`config.mk`:
```
export PLATFORM = sky130hd
export DESIGN_NAME = cpu_regfile_flat
export DESIGN_NICKNAME = d
export VERILOG_FILES = /design/src/rtl/cpu_regfile_if.sv /design/src/rtl/cpu_regfile.sv /design/src/flat_wrapper.sv
export SDC_FILE = /design/constraint.sdc
export NUM_CORES = 1
export LEC_CHECK = 0
export BUFFER_PORTS_ARGS = -buffer_cell sky130_fd_sc_hd__buf_2
export CAP_MARGIN = 30
export CELL_PAD_IN_SITES_DETAIL_PLACEMENT = 1
export CELL_PAD_IN_SITES_GLOBAL_PLACEMENT = 1
export CORE_MARGIN = 2
export CORE_UTILIZATION = 52
export CTS_CLUSTER_DIAMETER = 60
export DETAILED_ROUTE_END_ITERATION = 10
export PLACE_DENSITY = 0.91
export SLEW_MARGIN = 20
export SYNTH_ARGS = -nofsm -noshare
export SYNTH_HDL_FRONTEND = slang
export SYNTH_SLANG_ARGS = --single-unit
```
`constraint.sdc`:
```
create_clock -name clk -period 2.3 [get_ports clk]
set_input_delay 0.23 -clock clk [delete_from_list [all_inputs] [get_ports clk]]
set_output_delay 0.23 -clock clk [all_outputs]
set_load 0.01 [all_outputs]
```
`src/rtl/cpu_regfile_if.sv`:
```
// cpu_regfile_if -- read/write bus of the register file.
//   asel, bsel : read port A/B register index
//   ren        : read enable (0 holds both read outputs)
//   wsel       : write register index
//   wreg       : write enable
//   wdata      : write data
//   adata/bdata: registered read data, ports A/B
//   ready      : file initialised and accepting accesses
// master drives the request side, slave is the register file.
interface cpu_regfile_if #(
  parameter int unsigned DWIDTH = 16,
  parameter int unsigned AWIDTH = 3
);
  logic [AWIDTH-1:0] asel;
  logic [AWIDTH-1:0] bsel;
  logic              ren;
  logic [AWIDTH-1:0] wsel;
  logic              wreg;
  logic [DWIDTH-1:0] wdata;
  logic [DWIDTH-1:0] adata;
  logic [DWIDTH-1:0] bdata;
  logic              ready;

  modport master (
    output asel, bsel, ren, wsel, wreg, wdata,
    input  adata, bdata, ready
  );

  modport slave (
    input  asel, bsel, ren, wsel, wreg, wdata,
    output adata, bdata, ready
  );
endinterface

```
`src/rtl/cpu_regfile.sv`:
```
// cpu_regfile -- 2-read / 1-write register file with registered read data.
// After reset it walks every entry writing zero (CLEAR), then raises ready
// and serves accesses (RUN).
//   clk   : sole clock, rising edge
//   rst_n : asynchronous active-low reset
//   bus   : cpu_regfile_if.slave (read selects, write port, read data, ready)
// Parameters: DWIDTH data width, AWIDTH index width (NREGS = 2**AWIDTH),
//   ZERO_R0 makes r0 hard zero, BYPASS forwards same-cycle write data to reads.
module cpu_regfile #(
  parameter int unsigned DWIDTH  = 16,
  parameter int unsigned AWIDTH  = 3,
  parameter bit          ZERO_R0 = 1'b0,
  parameter bit          BYPASS  = 1'b1
) (
  input logic           clk,
  input logic           rst_n,
  cpu_regfile_if.slave  bus
);
  localparam int unsigned NREGS = 2 ** AWIDTH;

  typedef enum logic {CLEAR, RUN} state_t;

  state_t            state_q, state_d;
  logic [AWIDTH-1:0] cnt_q, cnt_d;
  logic              ready_q, ready_d;
  logic [DWIDTH-1:0] adata_q, adata_d;
  logic [DWIDTH-1:0] bdata_q, bdata_d;

  // Storage is not reset; the CLEAR walk zeroes it before ready rises.
  logic [DWIDTH-1:0] mem_q [NREGS];

  logic              mem_we;
  logic [AWIDTH-1:0] mem_waddr;
  logic [DWIDTH-1:0] mem_wdata;
  logic [DWIDTH-1:0] rd_a, rd_b;

  // Read value as seen by the output register: r0 forcing wins over bypass.
  always_comb begin
    rd_a = mem_q[bus.asel];
    rd_b = mem_q[bus.bsel];
    if (BYPASS && bus.wreg && (bus.wsel == bus.asel)) rd_a = bus.wdata;
    if (BYPASS && bus.wreg && (bus.wsel == bus.bsel)) rd_b = bus.wdata;
    if (ZERO_R0 && (bus.asel == '0)) rd_a = '0;
    if (ZERO_R0 && (bus.bsel == '0)) rd_b = '0;
  end

  always_comb begin
    state_d   = state_q;
    cnt_d     = cnt_q;
    ready_d   = ready_q;
    adata_d   = adata_q;
    bdata_d   = bdata_q;
    mem_we    = 1'b0;
    mem_waddr = bus.wsel;
    mem_wdata = bus.wdata;
    unique case (state_q)
      CLEAR: begin
        mem_we    = 1'b1;
        mem_waddr = cnt_q;
        mem_wdata = '0;
        cnt_d     = cnt_q + 1'b1;
        adata_d   = '0;
        bdata_d   = '0;
        if (cnt_q == '1) begin
          state_d = RUN;
          ready_d = 1'b1;
        end
      end
      RUN: begin
        mem_we = bus.wreg && !(ZERO_R0 && (bus.wsel == '0));
        if (bus.ren) begin
          adata_d = rd_a;
          bdata_d = rd_b;
        end
      end
      default: begin
        state_d = CLEAR;
        cnt_d   = '0;
        ready_d = 1'b0;
      end
    endcase
  end

  always_ff @(posedge clk or negedge rst_n) begin
    if (!rst_n) begin
      state_q <= CLEAR;
      cnt_q   <= '0;
      ready_q <= 1'b0;
      adata_q <= '0;
      bdata_q <= '0;
    end else begin
      state_q <= state_d;
      cnt_q   <= cnt_d;
      ready_q <= ready_d;
      adata_q <= adata_d;
      bdata_q <= bdata_d;
    end
  end

  always_ff @(posedge clk) begin
    if (mem_we) mem_q[mem_waddr] <= mem_wdata;
  end

  assign bus.adata = adata_q;
  assign bus.bdata = bdata_q;
  assign bus.ready = ready_q;
endmodule

```
`src/flat_wrapper.sv`:
```
// flat-port wrapper written by rule: the top's interface ports become plain ports
module cpu_regfile_flat 
#(
  parameter int unsigned DWIDTH  = 16,
  parameter int unsigned AWIDTH  = 3,
  parameter bit          ZERO_R0 = 1'b0,
  parameter bit          BYPASS  = 1'b1
)
  (clk, rst_n, bus_asel, bus_bsel, bus_ren, bus_wsel, bus_wreg, bus_wdata, bus_adata, bus_bdata, bus_ready);
  cpu_regfile_if #(.DWIDTH(DWIDTH), .AWIDTH(AWIDTH)) bus_i ();
  input logic clk;
  input logic rst_n;
  input wire logic [$bits(bus_i.asel)-1:0] bus_asel;
  input wire logic [$bits(bus_i.bsel)-1:0] bus_bsel;
  input wire logic [$bits(bus_i.ren)-1:0] bus_ren;
  input wire logic [$bits(bus_i.wsel)-1:0] bus_wsel;
  input wire logic [$bits(bus_i.wreg)-1:0] bus_wreg;
  input wire logic [$bits(bus_i.wdata)-1:0] bus_wdata;
  output wire logic [$bits(bus_i.adata)-1:0] bus_adata;
  output wire logic [$bits(bus_i.bdata)-1:0] bus_bdata;
  output wire logic [$bits(bus_i.ready)-1:0] bus_ready;
  assign bus_i.asel = bus_asel;
  assign bus_i.bsel = bus_bsel;
  assign bus_i.ren = bus_ren;
  assign bus_i.wsel = bus_wsel;
  assign bus_i.wreg = bus_wreg;
  assign bus_i.wdata = bus_wdata;
  assign bus_adata = bus_i.adata;
  assign bus_bdata = bus_i.bdata;
  assign bus_ready = bus_i.ready;
  cpu_regfile #(.DWIDTH(DWIDTH), .AWIDTH(AWIDTH), .ZERO_R0(ZERO_R0), .BYPASS(BYPASS)) u_core (.clk(clk), .rst_n(rst_n), .bus(bus_i));
endmodule
```
== Word level (Yosys, flattened, before mapping) ==
Memories as Yosys holds them, arrays and structs flattened.
Cells that the tools add are included.
Widths: inputs -> output; s select.

* Input port bits: 29
* Memories: 1
* Memory bits (writable): 128
* Register bits: 37
* Logic and storage cells: 28

* Muxes and demuxes: 13
* Add/subtract/negate cells: 1
* Bitwise gates (word level): 1
* Reductions and logical operators: 3
* Eq/ne operators: 4

{| class="wikitable"
|+ Memories
! name !! depth !! width !! read ports !! clocked after memory_dff !! write ports !! RTL line !! RTL
|-
| u_core.mem_q || 8 || 16 || 2 || 0 || 1 || cpu_regfile.sv:30 || <nowiki>logic [DWIDTH-1:0] mem_q [NREGS];</nowiki>
|}

{| class="wikitable"
|+ Operators by type and width
! kind !! count
|-
| $mux 16 || 5
|-
| $pmux 16 s2 || 2
|-
| $eq 3x3->1 || 2
|-
| $mux 1 || 4
|-
| $add 3x1->3 const B || 1
|-
| $eq 3x3->1 const B || 1
|-
| $mux 3 || 1
|-
| $logic_and 1x1->1 || 2
|-
| $ne 2x2->1 const B || 1
|-
| $pmux 1 s2 || 1
|-
| $reduce_and 2->1 || 1
|-
| $not 1->1 || 1
|}

== Logic depth before layout (Yosys ltp) ==
Gate-level depths: netlist of run 1.

* Depth after elaboration: 5
* Depth in mapped cells: 5
* Gate-level depth less buffers: 3

== Least setup slack after synthesis of run 1 ==
OpenSTA, ideal clock, no wires.

* Path type: reg-to-reg
* From: register u_core.state_q
* To: memory u_core.mem_q[2][0] (enable)
* Stages on the path, launching flop included: 4
* Arrival: 1.537 ns
* Period minus slack after synthesis: 1.926 ns
* Setup time: 0.388 ns
* Setup slack: 0.374 ns
* Buffers on the path: 1
* Cells stage by stage: dfrtp_1 -> clkbuf_1 -> a32oi_1 -> nor2_1

* Cells in the longest elaborated chain, start to end: 4
* Elaborated cells between the ends (all ways): 5
* Those cells by class: 4 x mux; 1 x bitwise

{| class="wikitable"
|+ RTL lines
! item !! RTL line !! RTL
|-
| start, declared || cpu_regfile.sv:23 || <nowiki>state_t state_q, state_d;</nowiki>
|-
| start signal, assigned || cpu_regfile.sv:92 || <nowiki>state_q <= state_d;</nowiki>
|-
| $not 1->1 || -- ||
|-
| $pmux 1 s2 || cpu_regfile.sv:56 || <nowiki>unique case (state_q)</nowiki>
|-
| $mux 1 || cpu_regfile.sv:101 || <nowiki>if (mem_we) mem_q[mem_waddr] <= mem_wdata;</nowiki>
|-
| $mux 1 (implied by the code) || cpu_regfile.sv:101 ||
|-
| end, declared || cpu_regfile.sv:30 ||
|}

Parallel ways exist; a longest one is shown, timed or not.

== Final worst setup path of run 1 ==
* From: register u_core.state_q
* To: memory u_core.mem_q[2][11] (enable)

The elaborated chain is that of the path after synthesis.

==> results of run 1 <==
[cell usage after synthesis (2+ instances only)]
library cell	count
a32oi_1	4
a41o_1	2
and2_1	2
buf_12	2
buf_2	12
buf_4	4
buf_6	4
buf_8	2
clkbuf_1	5
dfrtp_1	37
edfxtp_1	128
ha_1	2
inv_1	20
mux2_2	2
mux2i_1	32
mux4_1	49
mux4_2	15
nand2_1	48
nand4_1	4
nor2_1	10
nor2b_1	2
o221ai_1	32
xnor2_1	7
[stage by stage]
stage	total power, mW	util	hold WS, ns	area (µm²)
floorplan	3.83	-	-0.0656	7770
global placement	4.05	0.570	0.397	8320
detailed placement	4.12	0.570	0.432	8320
CTS	6.95	0.610	0.154	8900
global route	7.13	0.612	0.187	8930
finish	6.95	0.612	0.171	8930
[routing by layer]
metal  share of wire  routed length (µm)  vias up
li1                -                   -     1975
met1            0.37                8740     2588
met5               0                   0        -
met3           0.078                1860       96
met2            0.50               12000      369
met4           0.052                1240        0
[layout make-up]
cell class | count | area (µm²)
fill | 1283 | 5660
clock buffer | 21 | 440
tap | 184 | 230
sequential | 165 | 4770
inverter | 20 | 75.1
multi-input combinational | 217 | 2700
timing repair buffer | 95 | 583
clock inverter | 11 | 136
[power by group through the flow]
stage / Clock (mW) / Sequential, mW / Combinational (mW)
3_5_place_dp: 0 / 3.44 / 0.681
4_1_cts: 2.87 / 3.38 / 0.694
3_3_place_gp: 0 / 3.43 / 0.622
6_report: 2.86 / 3.38 / 0.703
5_1_grt: 2.99 / 3.39 / 0.745
2_1_floorplan: 0 / 3.46 / 0.373
[kinds of logic (layout without fill, tap and decap cells)]
| logic type | after synthesis | count (layout) |
|---|---|---|
| DFF | 165 | 165 |
| muxes | 98 | 98 |
| and+or+nand+nor | 69 | 69 |
| buffers and inverters | 51 | 147 |
| AOI/OAI and AO/OA | 41 | 41 |
| xor gates and xnor gates | 7 | 7 |
| adders and majority gates | 2 | 2 |
[state kept, by name, indices dropped and copies added, names as in the netlist]
name and count:
u_core.state_q 1, u_core.cnt_q 3, u_core.bus.adata 16, u_core.bus.ready 1, u_core.mem_q 128, u_core.bus.bdata 16
[worst register-to-register path, delay by kind of cell, from the launching register on]
| family | cells | cell delay, ns |
|---|---|---|
| AND/OR/NAND/NOR | 2 | 0.33 |
| flip-flops | 1 | 0.81 |
| buffers and inverters | 1 | 0.25 |
| AO/OA/AOI/OAI | 1 | 0.47 |
[worst min path at each step]
stage                       start                          endpoint  slack (ns)
finish              bus_wdata[15]  u_core.bus.bdata[15]$_DFFE_PN0P_        0.17
CTS                 bus_wdata[15]  u_core.bus.bdata[15]$_DFFE_PN0P_        0.15
global route         bus_wdata[0]   u_core.bus.adata[0]$_DFFE_PN0P_        0.19
global placement            rst_n  u_core.bus.adata[15]$_DFFE_PN0P_        0.40
floorplan                   rst_n   u_core.bus.adata[0]$_DFFE_PN0P_       -0.07
detailed placement          rst_n  u_core.bus.adata[15]$_DFFE_PN0P_        0.43
[timing repair]
action / 4_1_cts / 5_1_grt
endpoints found under the hold margin: 37 / 0
endpoints found under the setup margin: 0 / 0
setup buffers: 0 / 0
hold buffers: 1 / 0
==> results.cfg, run 1 <==
[power]
power_density_mw_per_mm2 = 778
sw_frac_of_total = 0.238
power.switching_mw = 1.66
p_leak_nw = 3.52
clkPwrFrac = 0.412
p_int_mw = 5.29
power_frac_comb = 0.101
seqPwrFrac = 0.487
peakVddDrop_uv = 519

[clocking]
cts_tree = done
htree_levels = 4
cts-root-buf = clkbuf_16
clk_latency_ns = 0.44
cts_made_buffers = 17
clock_sinks = 165
cts_resized = 0
cts_buffer_depth = 2
path_clk_slew_ns = 0.06

[layout]
final_cell_mix = edfxtp_1 (128), buf_2 (61), mux4_1 (49)
diodes = 0
instances_no_fill = 713
synthToLayoutAreaGrowth_pct = 14.9
final_common_cell = edfxtp_1
fin_nets = 547
drive_above_1_share = 0.267

[worst_setup_path]
cp_cell_sequence = nor2_1, a31oi_1, nor2_1, buf_4
crit_path_end = u_core.mem_q[2][11]$_DFFE_PP_
critPathLaunch = u_core.state_q$_DFF_PN0_
crit_path_start_kind = flip-flop
crit_arrival_ns = 2.30
cp.depth = 4
timing.rr.end = u_core.mem_q[2][11]$_DFFE_PP_
cpPeakStageDelay_ns = 0.81
r2r_start = u_core.state_q$_DFF_PN0_
critPathMostFrequentCell = nor2_1
crit_family = flip-flops
end_kind = flip-flop
crit_fanout = 18
crit_slowest_cell = dfrtp_1
reg2reg_depth = 4
ff2ff_setup_slack_ns = 0.18
required_ns = 2.48
path_buf_inv = 1
worstSetupPathType = flip-flop to flip-flop

[logic_synthesis]
yosysTopAreaCell = edfxtp_1
synthMuxAreaShare = 0.253
synth_top_family_by_area = multiplexers
avgSynthCellArea_um2 = 17.9
synth-compound-area-share = 0.0456
ys_ff_latch = 165
ys_types = 31
synth.top_cells.by_area = edfxtp_1 (49%), mux4_1 (17%), dfrtp_1 (12%)
synth_xor_area_frac = 0.00789
async_reset_ff_frac = 0.224
synthAdderAreaFrac = 0.00322
seq_area_frac_synth = 0.614
yosys.area_share.simple = 0.0367
syn_inst = 433
syn_area_mm2 = 0.00777
synth-edff-count = 128
ys.flop_type = edfxtp_1
synth_nets = 464
synth_top_area_frac = 0.495
yosys_warnings = 0

[place]
pre_cts_ws_ns = 0.194
dpl.hpwl_um = 15400
gp_congestion = 0.852
placedCellCount = 679
port_buffers = 61

[sta]
tns_ns = 0
clock.fmax_mhz = 471
tightest_slew_ns = 0.937
finalCriticalPeriod_ns = 2.12
setup_ws_ns = 0.178
rsz0062_at_grt = no
max-slew-margin-rel = 0.375
timing.final.crit_share = 0.923
maxSlewViolCount = 0
clock_skew_ns = 0.0114
finalHoldViolCount = 0
setup_viol = 0

[die]
die_w_um = 126
core-area_mm2 = 0.0146
rows = 44
die_area_mm2 = 0.0159
die_h_um = 126
ios = 62
initial_utilization = 0.533

[grt]
use_met1 = 0.389
grt_pass1_wl_um = 35700
antenna_found_initial = 0
grt_max_degree = 38
overflow = 0
grt_pass1_vias = 5419
gr-usage-all-layers = 0.313
grtUsageMet2 = 0.516
met3_usage = 0.0654
busiest_layer = met2

[detailed_routing]
vias_per_cell = 7.05
route.detailed.drc = 0
wirelength_um = 23900
drt_iter0_drc = 580
ant_nets = 0
routed-via-count = 5028
drt_first_pass_iters = 5
wl_per_cell_um = 33.5

[worst_hold_path]
whs_path_depth = 3
hp-class = primary input to flip-flop

[flow_run]
max-cap-violations = 0

[status]
outcome = finished, final reports clean
No activity file was read; power rests on OpenSTA's default activity.
==> run 2, diff against run 1 <==
--- a/config.mk
+++ b/config.mk
@@ -11,8 +11,8 @@
 export CELL_PAD_IN_SITES_GLOBAL_PLACEMENT = 1
 export CORE_MARGIN = 2
 export CORE_UTILIZATION = 52
-export CTS_CLUSTER_DIAMETER = 60
 export DETAILED_ROUTE_END_ITERATION = 10
+export MAX_ROUTING_LAYER = met4
 export PLACE_DENSITY = 0.91
 export SLEW_MARGIN = 20
 export SYNTH_ARGS = -nofsm -noshare
==> run 2 against run 1 <==
Clock-buffer cell count unchanged. Sequential power about the same. Critical path type unchanged. Critical endpoint is now u_core.mem_q[2][0]$_DFFE_PP_. Largest cell class unchanged. Sequential cell count unchanged.
==> results.cfg, run 2 (synthesis gave the netlist of run 1 again) <==
[sta]
finalCriticalPeriod_ns = 2.12
rsz0062_at_grt = no
whs_ns = 0.173
clock_skew_ns = 0.00905
tightest_slew_ns = 0.942
finalHoldViolCount = 0
max-slew-margin-rel = 0.372
setup_ws_ns = 0.175
timing.final.crit_share = 0.924
setup_viol = 0
tns_ns = 0
maxSlewViolCount = 0
clock.fmax_mhz = 471

[layout]
final_common_cell = edfxtp_1
ff_latch_area_mm2 = 0.00477
instances_no_fill = 713
design_area_mm2 = 0.00893
multi_input_area_mm2 = 0.00270
fin_nets = 547
fill_cells = 1283
final_util = 0.612
drive_above_1_share = 0.267
largest_register_ffs = 128
synthToLayoutAreaGrowth_pct = 14.9
max_flop_register = u_core.mem_q
diodes = 0
final_cell_mix = edfxtp_1 (128), buf_2 (61), mux4_1 (49)

[clocking]
clk_latency_ns = 0.43
htree_levels = 4
cts_made_buffers = 17
cts_resized = 0
cts_buffer_depth = 2
cts_tree = done
path_clk_slew_ns = 0.06
clock_sinks = 165
cts-root-buf = clkbuf_16

[worst_hold_path]
hp-class = primary input to flip-flop

[power]
sw_frac_of_total = 0.238
p_int_mw = 5.29
peakVddDrop_uv = 523
clkPwrFrac = 0.412
power.total_mw = 6.95
power_frac_comb = 0.101
p_leak_nw = 3.52
power_density_mw_per_mm2 = 778
seqPwrFrac = 0.487
power.switching_mw = 1.66

[status]
outcome = finished, final reports clean

[die]
core-area_mm2 = 0.0146
die_h_um = 126
die_w_um = 126
die_area_mm2 = 0.0159
initial_utilization = 0.533
ios = 62
rows = 44

[detailed_routing]
drt_first_pass_iters = 5
wl_per_cell_um = 33.5
ant_nets = 0
route.detailed.drc = 0
routed-via-count = 5034
drt_iter0_drc = 612
wirelength_um = 23900
vias_per_cell = 7.06

[worst_setup_path]
reg2reg_depth = 4
crit_path_start_kind = flip-flop
required_ns = 2.48
ff2ff_setup_slack_ns = 0.18
crit_arrival_ns = 2.30
end_kind = flip-flop
crit_path_end = u_core.mem_q[2][0]$_DFFE_PP_
worstSetupPathType = flip-flop to flip-flop
crit_fanout = 18
timing.rr.end = u_core.mem_q[2][0]$_DFFE_PP_
r2r_start = u_core.state_q$_DFF_PN0_
critPathLaunch = u_core.state_q$_DFF_PN0_

[grt]
overflow = 0
grt_max_degree = 38
grt_pass1_vias = 5417
gr-usage-all-layers = 0.323
grt_pass1_wl_um = 35700
antenna_found_initial = 0

[flow_run]
max-cap-violations = 0

[place]
port_buffers = 61
gp_congestion = 0.866
post_dp_cell_area_mm2 = 0.00832
dpl.hpwl_um = 15400
pre_cts_ws_ns = 0.194
placedCellCount = 679
-- run 2: final cells by class --
cell class                      count  share of cell area
Clock buffer                       21              0.0493
Clock inverter                     11              0.0153
Inverter                           20             0.00841
Multi-Input combinational cell    217               0.302
Sequential cell                   165               0.534
Tap cell                          184              0.0258
Timing Repair Buffer               95              0.0653
-- run 2: power groups by stage --
stage,sequential [mW],combinational (mW),clock (mW)
finish,3.38,0.704,2.86
global route,3.39,0.745,2.99
CTS,3.38,0.694,2.87
global placement,3.43,0.622,0
floorplan,3.46,0.373,0
detailed placement,3.44,0.681,0
-- run 2: per-layer routing --
| layer | vias to the layer above | wire length, µm | GRT usage |
|---|---|---|---|
| met1 | 2627 | 8770 | 0.389 |
| li1 | 1970 | - | - |
| met2 | 332 | 12000 | 0.516 |
| met3 | 105 | 1820 | 0.0641 |
| met4 | 0 | 1340 | 0.176 |
| met5 | - | 0 | - |
-- run 2: timing repair --
action / 4_1_cts / 5_1_grt
endpoints found under the setup margin: 0 / 0
hold buffers: 1 / 0
hold endpoints to repair: 37 / 0
setup buffers: 0 / 0
-- run 2: critical path, stage by stage, from the launching register on --
cell and delay [ns]:
dfrtp_1 0.80, nor2_1 0.16, a31oi_1 0.48, nor2_1 0.18, buf_4 0.25
-- run 2: worst min path at each step --
stage	to	slack [ns]	cells past startpoint	start
6_report	u_core.bus.bdata[15]$_DFFE_PN0P_	0.17	3	bus_wdata[15]
5_1_grt	u_core.bus.adata[0]$_DFFE_PN0P_	0.19	3	bus_wdata[0]
4_1_cts	u_core.bus.bdata[15]$_DFFE_PN0P_	0.15	3	bus_wdata[15]
2_1_floorplan	u_core.bus.adata[0]$_DFFE_PN0P_	-0.07	0	rst_n
3_5_place_dp	u_core.bus.adata[15]$_DFFE_PN0P_	0.43	1	rst_n
3_3_place_gp	u_core.bus.adata[15]$_DFFE_PN0P_	0.40	1	rst_n
